### src/rtl/pulse_meas_sched.sv
// Time-shares one pulse counter across CH_NUM inputs: per-channel gate, count capture, tagged valid/ready results.
// Build option PMS_GUARD_EN inserts a 2-cycle mux-settle GUARD state between channel select and gate.
module pulse_meas_sched #(
    parameter int CH_W    = 2,
    parameter int CNT_W   = 16,
    parameter int GATE_W  = 24,
    parameter int TIMEOUT = 16,
    localparam int CH_NUM = 1 << CH_W
) (
    input  logic              i_clk,
    input  logic              i_rst_n,
    input  logic              i_start,
    input  logic              i_continuous,
    input  logic [CH_NUM-1:0] i_ch_mask,
    input  logic [GATE_W-1:0] i_gate_len,
    input  logic [CH_NUM-1:0] i_pulse,
    output logic              o_cnt_pulse,
    output logic              o_cnt_en,
    input  logic              i_cnt_vld,
    input  logic [CNT_W-1:0]  i_cnt_val,
    output logic              o_res_vld,
    input  logic              i_res_rdy,
    output logic [CH_W-1:0]   o_res_ch,
    output logic [CNT_W-1:0]  o_res_cnt,
    output logic              o_res_err,
    output logic              o_busy
);
    localparam int TO_W = $clog2(TIMEOUT + 1);

    // state | meaning: IDLE wait start | SEL load ch/gate | GUARD mux settle | GATE counter enabled | WAIT await vld | HOLD present result
`ifdef PMS_GUARD_EN
    typedef enum logic [2:0] {S_IDLE, S_SEL, S_GUARD, S_GATE, S_WAIT, S_HOLD} state_t;
`else
    typedef enum logic [2:0] {S_IDLE, S_SEL, S_GATE, S_WAIT, S_HOLD} state_t;
`endif

    state_t            state_q, state_d;
    logic [CH_NUM-1:0] mask_q, mask_d;
    logic [CH_W-1:0]   ch_q, ch_d;
    logic [GATE_W-1:0] gate_cnt_q, gate_cnt_d;
    logic [TO_W-1:0]   wait_cnt_q, wait_cnt_d;
`ifdef PMS_GUARD_EN
    logic              guard_cnt_q, guard_cnt_d;
`endif
    logic              cnt_en_q, cnt_en_d;
    logic              pulse_q, pulse_d;
    logic              res_vld_q, res_vld_d;
    logic [CH_W-1:0]   res_ch_q, res_ch_d;
    logic [CNT_W-1:0]  res_cnt_q, res_cnt_d;
    logic              res_err_q, res_err_d;
    logic              busy_q, busy_d;

    // Returns {found, index} of the lowest set bit of m at or above lo.
    function automatic logic [CH_W:0] find_set(input logic [CH_NUM-1:0] m, input int lo);
        logic [CH_W:0] r;
        r = '0;
        for (int i = CH_NUM - 1; i >= 0; i--) begin
            if (m[i] && i >= lo) r = {1'b1, CH_W'(i)};
        end
        return r;
    endfunction

    logic [CH_W:0] start_ch, wrap_ch, next_ch;

    always_comb begin
        start_ch = find_set(i_ch_mask, 0);
        wrap_ch  = find_set(mask_q, 0);
        next_ch  = find_set(mask_q, int'(ch_q) + 1);
    end

    always_comb begin
        state_d    = state_q;
        mask_d     = mask_q;
        ch_d       = ch_q;
        gate_cnt_d = gate_cnt_q;
        wait_cnt_d = wait_cnt_q;
`ifdef PMS_GUARD_EN
        guard_cnt_d = guard_cnt_q;
`endif
        res_ch_d   = res_ch_q;
        res_cnt_d  = res_cnt_q;
        res_err_d  = res_err_q;

        unique case (state_q)
            S_IDLE: begin
                if (i_start && start_ch[CH_W]) begin
                    mask_d  = i_ch_mask;
                    ch_d    = start_ch[CH_W-1:0];
                    state_d = S_SEL;
                end
            end
            S_SEL: begin
                // Zero-length gate is stretched to a single cycle.
                gate_cnt_d = (i_gate_len == '0) ? '0 : i_gate_len - GATE_W'(1);
`ifdef PMS_GUARD_EN
                guard_cnt_d = 1'b1;
                state_d     = S_GUARD;
`else
                state_d     = S_GATE;
`endif
            end
`ifdef PMS_GUARD_EN
            S_GUARD: begin
                if (guard_cnt_q == 1'b0) state_d = S_GATE;
                else                     guard_cnt_d = 1'b0;
            end
`endif
            S_GATE: begin
                if (gate_cnt_q == '0) begin
                    wait_cnt_d = TO_W'(TIMEOUT - 1);
                    state_d    = S_WAIT;
                end else begin
                    gate_cnt_d = gate_cnt_q - GATE_W'(1);
                end
            end
            S_WAIT: begin
                if (i_cnt_vld) begin
                    res_cnt_d = i_cnt_val;
                    res_err_d = 1'b0;
                    res_ch_d  = ch_q;
                    state_d   = S_HOLD;
                end else if (wait_cnt_q == '0) begin
                    res_cnt_d = '0;
                    res_err_d = 1'b1;
                    res_ch_d  = ch_q;
                    state_d   = S_HOLD;
                end else begin
                    wait_cnt_d = wait_cnt_q - TO_W'(1);
                end
            end
            S_HOLD: begin
                if (i_res_rdy) begin
                    if (next_ch[CH_W]) begin
                        ch_d    = next_ch[CH_W-1:0];
                        state_d = S_SEL;
                    end else if (i_continuous && wrap_ch[CH_W]) begin
                        ch_d    = wrap_ch[CH_W-1:0];
                        state_d = S_SEL;
                    end else begin
                        state_d = S_IDLE;
                    end
                end
            end
            default: state_d = S_IDLE;
        endcase

        busy_d    = (state_d != S_IDLE);
        cnt_en_d  = (state_d == S_GATE);
        res_vld_d = (state_d == S_HOLD);
        pulse_d   = (state_d == S_GATE || state_d == S_WAIT || state_d == S_HOLD) && i_pulse[ch_d];
    end

    always_ff @(posedge i_clk or negedge i_rst_n) begin
        if (!i_rst_n) begin
            state_q     <= S_IDLE;
            mask_q      <= '0;
            ch_q        <= '0;
            gate_cnt_q  <= '0;
            wait_cnt_q  <= '0;
`ifdef PMS_GUARD_EN
            guard_cnt_q <= 1'b0;
`endif
            cnt_en_q    <= 1'b0;
            pulse_q     <= 1'b0;
            res_vld_q   <= 1'b0;
            res_ch_q    <= '0;
            res_cnt_q   <= '0;
            res_err_q   <= 1'b0;
            busy_q      <= 1'b0;
        end else begin
            state_q     <= state_d;
            mask_q      <= mask_d;
            ch_q        <= ch_d;
            gate_cnt_q  <= gate_cnt_d;
            wait_cnt_q  <= wait_cnt_d;
`ifdef PMS_GUARD_EN
            guard_cnt_q <= guard_cnt_d;
`endif
            cnt_en_q    <= cnt_en_d;
            pulse_q     <= pulse_d;
            res_vld_q   <= res_vld_d;
            res_ch_q    <= res_ch_d;
            res_cnt_q   <= res_cnt_d;
            res_err_q   <= res_err_d;
            busy_q      <= busy_d;
        end
    end

    assign o_cnt_en    = cnt_en_q;
    assign o_cnt_pulse = pulse_q;
    assign o_res_vld   = res_vld_q;
    assign o_res_ch    = res_ch_q;
    assign o_res_cnt   = res_cnt_q;
    assign o_res_err   = res_err_q;
    assign o_busy      = busy_q;

endmodule

### config.mk
export PLATFORM = sky130hd
export DESIGN_NAME = pulse_meas_sched
export DESIGN_NICKNAME = d
export VERILOG_FILES = /design/src/rtl/pulse_meas_sched.sv
export SDC_FILE = /design/constraint.sdc
export NUM_CORES = 1
export LEC_CHECK = 0
export BUFFER_PORTS_ARGS = -buffer_cell sky130_fd_sc_hd__buf_4
export CAP_MARGIN = 20
export CORE_ASPECT_RATIO = 1.2
export CORE_MARGIN = 5
export CORE_UTILIZATION = 31
export CTS_CLUSTER_DIAMETER = 80
export DETAILED_ROUTE_END_ITERATION = 10
export GPL_ROUTABILITY_DRIVEN = 1
export MAX_ROUTING_LAYER = met4
export PLACE_DENSITY = 0.49
export SETUP_SLACK_MARGIN = 0.3
export SKIP_LAST_GASP = 1
export SLEW_MARGIN = 20
export SYNTH_ARGS = -nofsm -noshare
export SYNTH_HDL_FRONTEND = slang
export SYNTH_SLANG_ARGS = --single-unit
### constraint.sdc
create_clock -name i_clk -period 4 [get_ports i_clk]
set_clock_uncertainty 0.15 [all_clocks]
set_input_delay 0.2 -clock i_clk [delete_from_list [all_inputs] [get_ports i_clk]]
set_output_delay 0.2 -clock i_clk [all_outputs]
set_load 0.05 [all_outputs]
==> out/results.ini, run 1 <==
[critical_path]
worst_path_dominant_cell_family=simple AND/OR/NAND/NOR gates
worstPathArrival_ns=3.19
most_used_cell_cp=buf_4
end_kind=flop
path_cells=or3b_2 > buf_4 > or4_4 > nor3_2 > or3_1 > buf_4 > nor3_1 > a311oi_1
timing.critical_path.slowest_cell_delay_ns=0.48
timing.critical_path.fanout_max=30
critPathSlowestCell=dfrtp_1
ff2ff_setup_slack_ns=0.90
worstPathRequired_ns=4.08
timing.critical_path.from_type=flop
crit_buf_inv=2
category_of_the_critical_setup_timing_path=flop to flop

[global_routing]
gr-total-overflow=0
grt_max_degree=62
grt_pass1_wl_mm=16.9
grt_use_total=0.154
number_of_global_route_vias_before_repair=3518
grt_antenna_before_repair=0

[clock_network]
tritoncts=yes
worst_setup_hold_path_clk_slew_ns=0.05
worstSkewPairLatency_ns=0.33
cts.htree.levels=3
clock_tree.buffer_depth=2
cts_setup_buffers=0
clkSinkCount=61
ctsRootBufferMaster=clkbuf_16
cts_buffers=9

[logic_synthesis]
synthesis.instances=415
synth_common_cells=dfrtp_1 (61), nor2_1 (32), nand2_1 (31), o21ai_0 (31), a21oi_1 (28)
synth_enable_flop_cells=0
synthDistinctLibCells=62
yosys-top-cells-area=dfrtp_1 (41%), a22o_1 (4.9%), o21ai_0 (4.2%)
synth.cell_area_um2=3730
synth_flop_cell=dfrtp_1
yosys.area.top_type=dfrtp_1
async_flop_share=1.00
synth_top_area_frac=0.409
synth_area_per_cell_um2=8.99
register_area_share_after_synthesis=0.409
synth_fp_nets=473
yosysWarningCount=0
synth_most_common_cell=dfrtp_1
postSynthRegisterBits=61

[power_and_ir_drop]
p_leak_nw=2.06
power.ir.vdd_worst_mv=0.358
pwr_density_cell_nw_per_um2=779

[final_layout]
layout.core_utilization=0.417
drive_above_1_share=0.223
p_r_area_growth_vs_syn_pct=33.4
finish.cell_count_without_fillers=676
nFillCells=1205
layout.nets=568
antenna_cells_inserted=0

[routing]
route.detailed.vias_per_inst=5.25
drc=0
drt-wirelength-per-cell_um=15.0
via_count=3548
wirelength_mm=10.2
detail-route-antenna-nets=0
detail_route.first_pass.iterations=4
starting_drt_drc_count=170

[sta]
setup_viol=0
worst_pin_slew_ns=0.801
final.min_clock_period_ns=3.10
grt_setup_unrepaired=false
timing.slew.headroom=0.466
period_share=0.776
hold_violations=0
fmaxAchievable_mhz=322
timing.final.max_slew_violations=0
final.setup.tns_ns=0

[floorplanning]
floorplan.core_area_um2=11900
start_util=0.312
die_height_um=130
ios=77
design.die.area_um2=14300
dieWidth_um=110
number_of_placement_rows=44

[job]
max_cap_viol_count=0

[outcome]
status=completed

[placed_design]
port-buffer-count=76
place_congestion=0.797
placedCellCount=637
dp.final_hpwl_mm=7.29

[hold_path]
hp-class=input pin to flop

==> metal layers <==
layer / wire length, um / share of wire / up-vias / track usage
met1: 4710 / 0.46 / 1682 / 0.199
met4: 167 / 0.016 / 0 / 0.0551
met2: 4670 / 0.46 / 94 / 0.236
met5: 0 / 0 / - / -
met3: 601 / 0.059 / 10 / 0.0351
li1: - / - / 1762 / -
==> layout by cell type, fill, tap and decap left out, drive strengths merged, types with 9 or more instances in the layout <==
cell,synthesis,layout
a22o,21,21
or4,9,9
nor4,10,10
nor3,22,22
dlygate4sd3,0,23
nand2,31,31
a21oi,28,28
o21ai,35,35
inv,16,16
nor2,32,32
dfrtp,61,61
clkbuf,15,9
xnor2,9,9
xor2,12,12
buf,6,82
==> path summary, 6_finish.rpt <==
| kind | start | to | cells after the start |
|---|---|---|---|
| max in group asynchronous | i_rst_n | gate_cnt_q[16] | 2 |
| setup / recovery | state_q[2] | gate_cnt_q[12] | 8 |
| hold reg to reg | o_res_ch[1] | o_res_ch[1] | 2 |
| hold / removal | i_gate_len[19] | gate_cnt_q[19] | 3 |
| min in group asynchronous | i_rst_n | ch_q[1] | 2 |
| setup reg to reg | state_q[2] | gate_cnt_q[12] | 8 |
==> worst reg2reg max path, cell delays in order, from the launching register on <==
cell and delay, ns:
dfrtp_1 0.48, or3b_2 0.47, buf_4 0.24, or4_4 0.45
nor3_2 0.18, or3_1 0.43, buf_4 0.28, nor3_1 0.07
a311oi_1 0.24
==> flip-flops by register name, indices dropped and copies added (netlist names) <==
register,flops
gate_cnt_q,24
o_res_cnt,16
wait_cnt_q,5
mask_q,4
state_q,3
ch_q,2
o_res_ch,2
o_busy,1
o_cnt_en,1
o_cnt_pulse,1
o_res_err,1
o_res_vld,1
==> power by group <==
part           leakage [nW]  internal [mW]  switching (mW)
Clock                 0.142          0.483           0.289
Combinational          1.18          0.722            1.21
Sequential            0.745          0.909           0.268
Total                  2.06           2.11            1.76
==> through the flow <==
stage | worst slack, ns | hold slack [ns] | area (um2) | power, mW
2_1_floorplan | 1.41 | -0.246 | 3730 | 2.60
3_3_place_gp | 0.935 | 0.201 | 4450 | 3.09
4_1_cts | 0.844 | 0.0719 | 4980 | 3.92
6_report | 0.896 | 0.0810 | 4980 | 3.88
3_5_place_dp | 0.875 | 0.201 | 4450 | 3.11
5_1_grt | 0.709 | 0.0923 | 4980 | 4.19
==> final cells by class <==
type	instances	area [um2]	share of cell area
timing repair buffer	105	846	0.170
clock buffer	9	225	0.0452
multi-input combinational	317	2040	0.410
inverter	16	62.6	0.0126
clock inverter	7	76.3	0.0153
tap	161	201	0.0405
sequential	61	1530	0.307
==> what timing repair did <==
item / 4_1_cts / 5_1_grt
endpoints found under the hold margin: 83 / 0
endpoints found under the setup margin: 0 / 0
gates resized for setup: 0 / 0
hold buffers: 23 / 0
==> cell families after synthesis <==
kind of cell | after synthesis | share of synthesized area
buffers and inverters | 37 | 0.0453
multiplexers | 8 | 0.0235
XOR/XNOR | 21 | 0.0493
AND/OR/NAND/NOR | 148 | 0.212
flip-flops | 61 | 0.409
adder cells (fa/ha/maj) | 4 | 0.0134
AO/OA/AOI/OAI | 136 | 0.247
No activity file was read; power rests on OpenSTA's default activity.
==> inputs of run 2 (changes only) <==
==> constraint.sdc (replaced) <==
create_clock -name i_clk -period 2.9 [get_ports i_clk]
set_clock_uncertainty 0.15 [all_clocks]
set_input_delay 0.145 -clock i_clk [delete_from_list [all_inputs] [get_ports i_clk]]
set_output_delay 0.145 -clock i_clk [all_outputs]
set_load 0.05 [all_outputs]
==> out/results.ini, run 2 (synthesis results as in run 1) <==
[outcome]
status=completed

[sta]
grt_setup_unrepaired=false
timing.slew.headroom=0.470
worst_pin_slew_ns=0.795
hold_violations=0
fmaxAchievable_mhz=401
worst_case_setup_margin_in_the_final_layout_ns=0.407
timing.final.max_slew_violations=0
final.min_clock_period_ns=2.49
period_share=0.860
setup_viol=0
final.setup.tns_ns=0

[power_and_ir_drop]
pwr_density_cell_nw_per_um2=1070
power_frac_clock=0.195
p_int_mw=3.04
power.share.combinational=0.513
p_switching_mw=2.50
report.power.total_mw=5.55
power.ir.vdd_worst_mv=0.388
p_leak_nw=2.18
power.share.sequential=0.293
power.share.switching=0.451

[clock_network]
cts.htree.levels=3
clock_tree.buffer_depth=2
ctsRootBufferMaster=clkbuf_16
clkSinkCount=61
tritoncts=yes
cts_buffers=9
worstSkewPairLatency_ns=0.33
worst_setup_hold_path_clk_slew_ns=0.06

[floorplanning]
start_util=0.312
design.die.area_um2=14300
ios=77
number_of_placement_rows=44
die_height_um=130
floorplan.core_area_um2=11900
dieWidth_um=110

[routing]
wirelength_mm=10.5
drt-wirelength-per-cell_um=15.1
route.detailed.vias_per_inst=5.16
drc=0
starting_drt_drc_count=180
via_count=3581
detail-route-antenna-nets=0
detail_route.first_pass.iterations=6

[critical_path]
most_used_cell_cp=or4_4
timing.critical_path.slowest_cell_delay_ns=0.54
worst_path_dominant_cell_family=simple AND/OR/NAND/NOR gates
worstPathArrival_ns=2.58
category_of_the_critical_setup_timing_path=flop to flop
timing.critical_path.from_type=flop
end_kind=flop
worstPathRequired_ns=2.99
path_cells=or4_4 > or4_4 > nor3_2 > or3_4 > buf_6 > nor3b_1 > a311oi_1
critPathSlowestCell=or4_4
timing.critical_path.fanout_max=9
ff2ff_setup_slack_ns=0.41
crit_buf_inv=1

[final_layout]
stdcell_area_um2=5160
layout_common_cells=buf_4 (99), dfrtp_1 (61), nor2_1 (32), nand2_1 (31), a21oi_1 (28)
finish.cell_count_without_fillers=694
layout.nets=586
p_r_area_growth_vs_syn_pct=38.5
registers.top_by_ff_count=gate_cnt_q
antenna_cells_inserted=0
largest_reg_flops=24
layout.cells.most_common=buf_4
nFillCells=1204
drive_above_1_share=0.266

[job]
max_cap_viol_count=0

[global_routing]
number_of_global_route_vias_before_repair=3515
grt_antenna_before_repair=0
grt_max_degree=62
grt_pass1_wl_mm=17.4
grt_use_total=0.158
gr-total-overflow=0

[placed_design]
detailed_place.area_um2=4570
placedCellCount=653
port-buffer-count=76
dp.final_hpwl_mm=7.43
pre_cts_ws_ns=0.254
place_congestion=0.820

[hold_path]
hp-class=input pin to flop

[run 2: cell count changes in the layout (fill, tap and decap cells not counted), sizes merged]
| cell | previous run | this run |
|---|---|---|
| inv | 16 | 17 |
| clkinvlp | 2 | 1 |
| buf | 82 | 100 |
[run 2: metal layers]
layer	vias up	share of wire	wire (um)	GRT usage
met2	96	0.47	4940	0.247
met1	1676	0.46	4860	0.202
met4	0	0.015	160	0.0674
met3	11	0.052	551	0.0257
li1	1798	-	-	-
met5	-	0	0	-
[run 2: final timing paths]
path                                     start              to  depth (start not counted)
worst max-delay path            gate_cnt_q[12]   gate_cnt_q[8]                          7
max in group asynchronous              i_rst_n   wait_cnt_q[3]                          2
worst min register to register     o_res_ch[0]     o_res_ch[0]                          2
min in group asynchronous              i_rst_n       mask_q[2]                          2
worst min-delay path            i_gate_len[17]  gate_cnt_q[17]                          3
worst max register to register  gate_cnt_q[12]   gate_cnt_q[8]                          7
[run 2: what timing repair did]
item	in CTS	in global routing
resized for setup	2	15
pin swaps	0	3
buffers inserted	0	2
endpoints found under the hold margin	84	0
endpoints found under the setup margin	18	24
gates cloned	0	0
hold buffers	23	0
[run 2: layout make-up]
class                   count  area, um2  share of cell area
clock inverters             7       73.8              0.0143
flip-flops and latches     61       1530               0.296
well taps                 161        201              0.0390
inverters                  16       67.6              0.0131
multi-input cells         317       2090               0.404
repair buffers            123        985               0.191
clock buffers               9        225              0.0436
[run 2: power by group through the flow]
stage / Sequential (mW) / Clock (mW) / Combinational (mW)
finish: 1.62 / 1.08 / 2.84
global route: 1.68 / 1.14 / 3.13
CTS: 1.61 / 1.11 / 2.81
detailed placement: 1.61 / 0 / 2.76
global placement: 1.61 / 0 / 2.75
floorplan: 2.01 / 0 / 1.58
[run 2: metrics by stage]
step / hold slack (ns) / utilization
global route: 0.0369 / 0.432
detailed placement: 0.147 / 0.382
floorplan: -0.301 / -
global placement: 0.144 / 0.382
CTS: 0.00535 / 0.427
finish: 0.00926 / 0.432
[run 2: worst reg2reg max path: cells and delay by family (launching register included)]
family	cells	cell delay (ns)
AO/OA/AOI/OAI	1	0.21
buffers and inverters	1	0.15
flip-flops	1	0.43
AND/OR/NAND/NOR	5	1.47
==> inputs of run 3 (changes only) <==
--- a/config.mk
+++ b/config.mk
@@ -10,6 +10,7 @@
 export CORE_ASPECT_RATIO = 1.2
 export CORE_MARGIN = 5
 export CORE_UTILIZATION = 31
+export CTS_BUF_LIST = sky130_fd_sc_hd__clkbuf_8
 export CTS_CLUSTER_DIAMETER = 80
 export DETAILED_ROUTE_END_ITERATION = 10
 export GPL_ROUTABILITY_DRIVEN = 1
==> constraint.sdc (replaced) <==
create_clock -name i_clk -period 2.8 [get_ports i_clk]
set_clock_uncertainty 0.15 [all_clocks]
set_input_delay 0.14 -clock i_clk [delete_from_list [all_inputs] [get_ports i_clk]]
set_output_delay 0.14 -clock i_clk [all_outputs]
set_load 0.05 [all_outputs]
==> out/results.ini, run 3 (synthesis results as in run 1) <==
[global_routing]
gr-total-overflow=0
grt_antenna_before_repair=0
grt_max_degree=62
grt_use_total=0.157
number_of_global_route_vias_before_repair=3570
grt_pass1_wl_mm=17.4

[floorplanning]
ios=77
dieWidth_um=110
floorplan.core_area_um2=11900
design.die.area_um2=14300
die_height_um=130
start_util=0.312
number_of_placement_rows=44

[sta]
fin_hold_ws_ns=0.0312
final.setup.tns_ns=0
period_share=0.875
timing.final.max_slew_violations=0
worst_pin_slew_ns=0.790
hold_violations=0
grt_setup_unrepaired=true
fmaxAchievable_mhz=408
timing.slew.headroom=0.474
final.min_clock_period_ns=2.45
setup_viol=0

[critical_path]
most_used_cell_cp=buf_4
end_kind=flop
timing.critical_path.fanout_max=13
timing.critical_path.from_type=flop
worstPathRequired_ns=2.89
path_cells=inv_2 > ha_4 > nor3b_2 > buf_4 > nand4_1 > nor3_4 > or3_4 > buf_4 > clkbuf_16 > o32a_1
category_of_the_critical_setup_timing_path=flop to flop
worstPathArrival_ns=2.54
critPathSlowestCell=dfrtp_1
timing.critical_path.slowest_cell_delay_ns=0.42

[routing]
via_count=3682
drt-wirelength-per-cell_um=15.1
route.detailed.vias_per_inst=5.22
wirelength_mm=10.6
drc=0
starting_drt_drc_count=182
detail_route.first_pass.iterations=4
detail-route-antenna-nets=0

[outcome]
status=completed

[final_layout]
ff_latch_area_um2=1530
antenna_cells_inserted=0
layout.nets=597
multi_input_area_um2=2130
layout.core_utilization=0.440
layout_common_cells=buf_4 (102), dfrtp_1 (60), nor2_1 (31), nand2_1 (30), dlygate4sd3_1 (28)
nFillCells=1151
layout.cells.most_common=buf_4
registers.top_by_ff_count=gate_cnt_q
drive_above_1_share=0.292
largest_reg_flops=24
p_r_area_growth_vs_syn_pct=41.0

[clock_network]
cts.htree.levels=3
ctsRootBufferMaster=clkbuf_8
cts_buffers=9
tritoncts=yes
clkSinkCount=61
worstSkewPairLatency_ns=0.36
worst_setup_hold_path_clk_slew_ns=0.07
clock_tree.buffer_depth=2

[job]
max_cap_viol_count=0

[power_and_ir_drop]
p_int_mw=3.09
p_leak_nw=2.22
p_switching_mw=2.68
power_frac_clock=0.139
power.share.combinational=0.575
power.share.sequential=0.286
pwr_density_cell_nw_per_um2=1100
power.share.switching=0.464
power.ir.vdd_worst_mv=0.517

[placed_design]
port-buffer-count=76
place_congestion=0.804
dp.final_hpwl_mm=7.38

[hold_path]
hp-class=input pin to flop

run 3: changes by cell type in the layout (fill, tap and decap cells not counted), moves of 3 or more:
cell / delta
clkbuf_8: +9
clkbuf_16: -8
dlygate4sd3_1: +5
buf_4: +3
run 3: cell type report:
class,instances,share of cell area
Timing Repair Buffer,134,0.213
Tap cell,161,0.0383
Multi-Input combinational cell,317,0.406
Inverter,16,0.0145
Clock buffer,9,0.0235
Clock inverter,7,0.0143
Sequential cell,61,0.290
run 3: per-stage QoR:
stage                     instances  setup slack (ns)  area [um2]  total power [mW]
final                           705             0.350        5260              5.77
after global routing            705             0.253        5260              6.20
after CTS                       699             0.291        5130              5.52
after detailed placement        652             0.135        4590              4.59
after global placement          652             0.173        4580              4.57
after floorplan                 415             0.257        3750              3.76
run 3: power by group through the flow:
stage          combinational (mW)  sequential, mW  clock (mW)
2_1_floorplan                1.68            2.08           0
3_3_place_gp                 2.92            1.65           0
3_5_place_dp                 2.93            1.66           0
4_1_cts                      3.04            1.64       0.833
5_1_grt                      3.62            1.71       0.871
6_report                     3.32            1.65       0.802
run 3: worst max-delay path, delay by kind of cell (launching register included):
| kind | cells | cell delay, ns |
|---|---|---|
| AND/OR/NAND/NOR | 4 | 0.72 |
| buffers and inverters | 4 | 0.54 |
| flip-flops | 1 | 0.42 |
| AO/OA/AOI/OAI | 1 | 0.34 |
| adder cells (fa/ha/maj) | 1 | 0.17 |
run 3: worst paths after layout:
path | startpoint | end | slack, ns | depth (start not counted)
min reg2reg | o_res_ch[1] | o_res_ch[1] | 0.33 | 2
min in group asynchronous | i_rst_n | state_q[1] | 0.28 | 2
min | i_gate_len[18] | gate_cnt_q[18] | 0.03 | 4
max in group asynchronous | i_rst_n | gate_cnt_q[16] | 1.67 | 2
max | gate_cnt_q[0] | gate_cnt_q[10] | 0.35 | 10
max reg2reg | gate_cnt_q[0] | gate_cnt_q[10] | 0.35 | 10
run 3: layer usage:
metal,up-vias,global-route usage,part of all wire
li1,1824,-,-
met1,1736,0.201,0.46
met2,109,0.248,0.46
met3,13,0.0371,0.062
met4,0,0.0449,0.015
met5,-,-,0
run 3: repair_timing:
action	4_1_cts	5_1_grt
pin swaps	2	4
gates resized for setup	12	18
hold buffers	28	0
setup endpoints to repair	27	26
gates cloned	0	1
endpoints found under the hold margin	89	0
buffers inserted	3	5
